<file path="src/rtl/demux_rr_dispatcher.sv">
// demux_rr_dispatcher: steers a valid/ready stream into one of four channels
// through a one-word holding register, by round-robin or fixed selection.
module demux_rr_dispatcher #(
    parameter int DW = 8,
    parameter int CW = 16
) (
    input  logic          clk,
    input  logic          rst_n,
    input  logic          in_valid,
    input  logic [DW-1:0] in_data,
    output logic          in_ready,
    input  logic          mode,
    input  logic [1:0]    fix_sel,
    input  logic [3:0]    ch_en,
    output logic [3:0]    out_valid,
    output logic [DW-1:0] out_data,
    input  logic [3:0]    out_ready,
    output logic [1:0]    sel,
    output logic          busy,
    output logic [CW-1:0] word_cnt
);
    typedef enum logic {EMPTY, HOLD} state_t;
    state_t     state, state_nxt;
    logic [1:0] rr_ptr, rr_nxt, rr_c, tgt;
    logic       rr_found, target_ok, deliver, accept;
    always_comb begin
        target_ok = mode | (|ch_en);
        deliver   = (state == HOLD) & out_ready[sel];
        in_ready  = ((state == EMPTY) | deliver) & target_ok;
        accept    = in_valid & in_ready;
        busy      = (state == HOLD);
        out_valid = (state == HOLD) ? (4'b0001 << sel) : 4'b0000;
    end
    // Search starts one past the last grant; i=4 wraps back to rr_ptr itself.
    always_comb begin
        rr_nxt   = rr_ptr;
        rr_found = 1'b0;
        rr_c     = rr_ptr;
        for (int i = 1; i <= 4; i++) begin
            rr_c = rr_ptr + 2'(i);
            if (!rr_found && ch_en[rr_c]) begin
                rr_nxt   = rr_c;
                rr_found = 1'b1;
            end
        end
        tgt = mode ? fix_sel : rr_nxt;
    end
    always_comb begin
        state_nxt = state;
        if (accept)
            state_nxt = HOLD;
        else if (deliver)
            state_nxt = EMPTY;
    end
    always_ff @(posedge clk or negedge rst_n) begin
        if (!rst_n) begin
            state    <= EMPTY;
            out_data <= '0;
            sel      <= 2'd0;
            rr_ptr   <= 2'd3;
            word_cnt <= '0;
        end else begin
            state <= state_nxt;
            if (accept) begin
                out_data <= in_data;
                sel      <= tgt;
                if (!mode)
                    rr_ptr <= rr_nxt;
            end
            if (deliver)
                word_cnt <= word_cnt + 1'b1;
        end
    end
endmodule

</file>
<file path="config.mk">
export PLATFORM = sky130hd
export DESIGN_NAME = demux_rr_dispatcher
export DESIGN_NICKNAME = d
export VERILOG_FILES = /design/src/rtl/demux_rr_dispatcher.sv
export SDC_FILE = /design/constraint.sdc
export NUM_CORES = 1
export LEC_CHECK = 0
export CORE_ASPECT_RATIO = 2
export CORE_UTILIZATION = 40
export DETAILED_ROUTE_END_ITERATION = 10
export GPL_TIMING_DRIVEN = 0
export PLACE_DENSITY = 0.84
export SKIP_LAST_GASP = 1
export SLEW_MARGIN = 5
export SYNTH_ARGS = -nofsm -noshare
export SYNTH_HDL_FRONTEND = slang
export SYNTH_SLANG_ARGS = --single-unit
</file>
<file path="constraint.sdc">
create_clock -name clk -period 1.5 [get_ports clk]
set_input_delay 0.225 -clock clk [delete_from_list [all_inputs] [get_ports clk]]
set_output_delay 0.225 -clock clk [all_outputs]
set_load 0.02 [all_outputs]
</file>
After elaboration in Yosys (flattened, before gate mapping)
Cells that the tools add are included.
Storage, ports and cells
  logic and storage cells: 52
  input port bits: 22
  bits in registers: 29
Operators by class
  shift-type cells: 1
  bitwise logic cells: 7
  reduce and logical (&&, ||, !) cells: 9
  muxes and demuxes: 21
  add/sub/neg operators: 4
  magnitude comparators: 5
Operators with widths (number)
  $add 16x1->16 const B: 1
  $lt 2x3->1 const B: 5
  $bmux 1 s2: 5
  $mux 1: 10
  $mux 2: 5
  $add 2x2->2 const B: 2
  $mux 4: 1
  $reduce_or 4->1: 1
  $shl 1x2->4 const A: 1
  $and 1x1->1: 3
  $logic_and 1x1->1: 3
  $logic_not 1->1: 3
  $add 2x1->2 const B: 1
  $not 1->1: 2
  $or 1x1->1: 2
  $reduce_and 2->1: 1
  $reduce_bool 2->1: 1

Depth between registers and ports, before layout
  depth after elaboration: 14
  depth in mapped cells: 6

Worst setup path before layout
Ideal clock, no wire load.
  path type: register -> register
  from: reg sel[1]
  to: reg out_data[0]
  buffers on the path: 1
  arrival time: 1.567 ns
  setup slack: -0.192 ns
  period minus slack after synthesis: 1.692 ns
  stages on the path, launching flop included: 6
  cell sequence: dfrtp_1 buf_2 mux2_2 o22ai_4 nor2_4 mux2_2
On the way
  cells in the longest elaborated chain, start to end: 6
RTL lines
  from (decl): line 18  | output logic [1:0] sel,
  from (signal assigned): line 66  | sel <= tgt;
  $bmux 1 s2: line 28  | deliver = (state == HOLD) & out_ready[sel];
  $mux 1 (implied by the code): line 28
  $and 1x1->1: line 28
  $or 1x1->1: line 29  | in_ready = ((state == EMPTY) | deliver) & target_ok;
  $and 1x1->1: line 29
  $and 1x1->1: line 30  | accept = in_valid & in_ready;
  to (signal assigned): line 65  | out_data <= in_data;
  to (decl): line 16  | output logic [DW-1:0] out_data,
No other way between the ends. The select of a mux whose other input is x is not followed.
A chain may end at the register's enable or synchronous reset.

Worst setup path in the final report
  from: reg sel[1]
  to: out in_ready
On the way
  cells in the longest elaborated chain, start to end: 5
RTL lines
  $bmux 1 s2: line 28
  $mux 1 (implied by the code): line 28
  $and 1x1->1: line 28
  $or 1x1->1: line 29
  $and 1x1->1: line 29
  to (decl): line 11  | output logic in_ready,
No other way between the ends. The select of a mux whose other input is x is not followed.

==> out/metrics.cfg <==
[floorplan]
rows=31
dieHeight_um=89.4
dieArea_um2=4090
initial_utilization=0.419
core_area_um2=3650
die_x_um=45.7
pin_count=54

[sta]
fin_ws_ns=-0.218
fin_crit_sh=1.15
setup-tns-final_ns=-2.13
holdWs_ns=-0.0319
hold_viol=27
period_needed_ns=1.72
maxSlewViolCount=0
fmax_mhz=582
skew_ns=0.00522
slew_headroom=0.575
setup_violations=23
rsz0062_at_grt=true
tightest_slew_ns=0.638

[clock_network]
cts_max_level=2
clockBufferDepth=2
clkTransAtPathRegs_ns=0.06
root_buffer=clkbuf_8
numCtsBuffers=5
clk_latency_ns=0.28
cts.sinks=29
cts_tree=built

[placed_design]
place_area_um2=2140
dp_hpwl_mm=2.76
globalplace.congestion=0.881
io_buffers=53

[yosys]
synthTopCellsByArea=dfrtp_1, mux2_2, xnor2_1
synth_sequential_area_ratio=0.477
ys_ff_latch=29
synth_edf_count=0
yosysTopAreaCellShare=0.442
netlist_area_um2=1530
yosysWarnings=0
synth_flop_cell=dfrtp_1
synth_area_per_cell_um2=11.2
synth_top_cell_by_area=dfrtp_1
synth.net_count=160
ys_types=41
syn_inst=137
async_reset_ff_frac=1.00

[routing]
vias=1394
drc_errors=0
final_antenna_net_count=0
routed_via_density=5.45
drt_wl_total_mm=4.05
firstDrtPassIters=4
wire_per_inst_um=15.8
drt_iter0_markers=14

[worst_setup_path]
end_kind=output port
crit_type=reg -> out
cp_slowest_cell=dfrtp_2
required_ns=1.27
arrival_ns=1.49
cp_top_family=flip-flops
critPathMaxStageDelay_ns=0.41
path_max_fanout=4
r2r_slack_ns=-0.18
startpoint_type=register
critPathBufInv=2
crit_chain=buf_6 > mux2_4 > o22ai_4 > nor2_1 > buf_4

[grt]
grt_overflow=0
grt_util_met3=0.0566
busiest_layer=met2
grt_max_degree=30
gr-usage-met1=0.206
antenna_found_initial=0
grt_usage=0.218
grt_pass1_wl_mm=6.28
met2_usage=0.394
grt_pass1_vias=1374

[pwr]
power.density_nw_per_um2=1790
finalPower_mw=4.24
p_leak_nw=1.10
ir_drop_mv=1.41

[outcome]
outcome=finished, violations left
violations=hold timing, setup timing

[layout]
mostFrequentLayoutCells=dfrtp_1, clkdlybuf4s50_1, dlygate4sd2_1
insertedDiodeCount=0
final_layout_size_suffix_gt1_frac=0.324
final_nets=229
area_delta_synth_final_pct=54.9
layout_commonest_cell=dfrtp_1
stdcell_area_um2=2370

[flow_run]
cap_violations=0

[min_path]
min_path_type=in -> async

==> report_power, final <==
group          switching, mW  leakage, nW  internal, mW  total, mW
Combinational           1.09        0.682          1.11       2.21
Clock                  0.283       0.0542         0.414      0.697
Sequential             0.271        0.359          1.06       1.33
Total                   1.65         1.10          2.59       4.24
==> sequential cells by signal, indices dropped and copies added (netlist names) <==
| signal | flops |
|---|---|
| word_cnt | 16 |
| out_data | 8 |
| rr_ptr | 2 |
| sel | 2 |
| busy | 1 |
==> cell usage after synthesis, types with 2 or more instances <==
cell	n
and4_1	3
inv_1	2
dfrtp_1	27
nand2_1	7
and3_1	8
nand4_1	6
clkbuf_1	2
nor2_1	9
xnor2_1	13
nor3b_1	2
nand2b_1	5
o21ai_0	2
dfstp_2	2
a21oi_1	4
mux2_2	11
nor3_1	3
nand3_1	4
buf_2	2
a31oi_1	2
xor2_1	2
==> stage by stage <==
step,setup slack [ns],std cells,utilization
2_1_floorplan,-0.0980,137,-
3_3_place_gp,-0.789,239,0.586
3_5_place_dp,-0.788,239,0.586
4_1_cts,-0.230,253,0.625
5_1_grt,-0.269,256,0.649
6_report,-0.218,256,0.649
==> final timing paths <==
check	start	end	cells past startpoint
setup / recovery	sel[1]	in_ready	5
hold / removal	rst_n	out_data[7]	1
max in group asynchronous	rst_n	sel[0]	1
setup reg to reg	sel[1]	out_data[5]	6
hold reg to reg	word_cnt[11]	word_cnt[11]	1
min in group clk	word_cnt[11]	word_cnt[11]	1
==> logic make-up (layout without fill, tap and decap cells) <==
family,count (synthesis),in the layout,synth area share
AO/OA/AOI/OAI,17,17,0.0942
XOR/XNOR,15,15,0.0860
adder cells (fa/ha/maj),1,1,0.00819
buffers and inverters,6,75,0.0164
flip-flops,29,29,0.477
multiplexers,13,13,0.102
AND/OR/NAND/NOR,56,57,0.216
==> area by class of cell <==
| type | count | area [µm²] |
|---|---|---|
| plain buffers | 3 | 26.3 |
| clock inverters | 1 | 5.00 |
| multi-input cells | 103 | 868 |
| repair buffers | 62 | 569 |
| inverters | 2 | 7.51 |
| flip-flops and latches | 29 | 732 |
| clock buffers | 7 | 96.3 |
| fillers | 336 | 1280 |
| well taps | 49 | 61.3 |
==> layer usage <==
layer,up-vias,part of all wire
met2,54,0.58
met5,-,0
met1,685,0.35
met4,0,0.039
met3,14,0.038
li1,641,-
==> repair_timing <==
item                                    CTS  global route
setup buffers                             5             4
cloned                                    2             0
endpoints found under the setup margin   46            35
pin swaps                                11            11
gates resized for setup                  54            19
hold buffers                              0             0
Power figures use the tool's default switching activity.
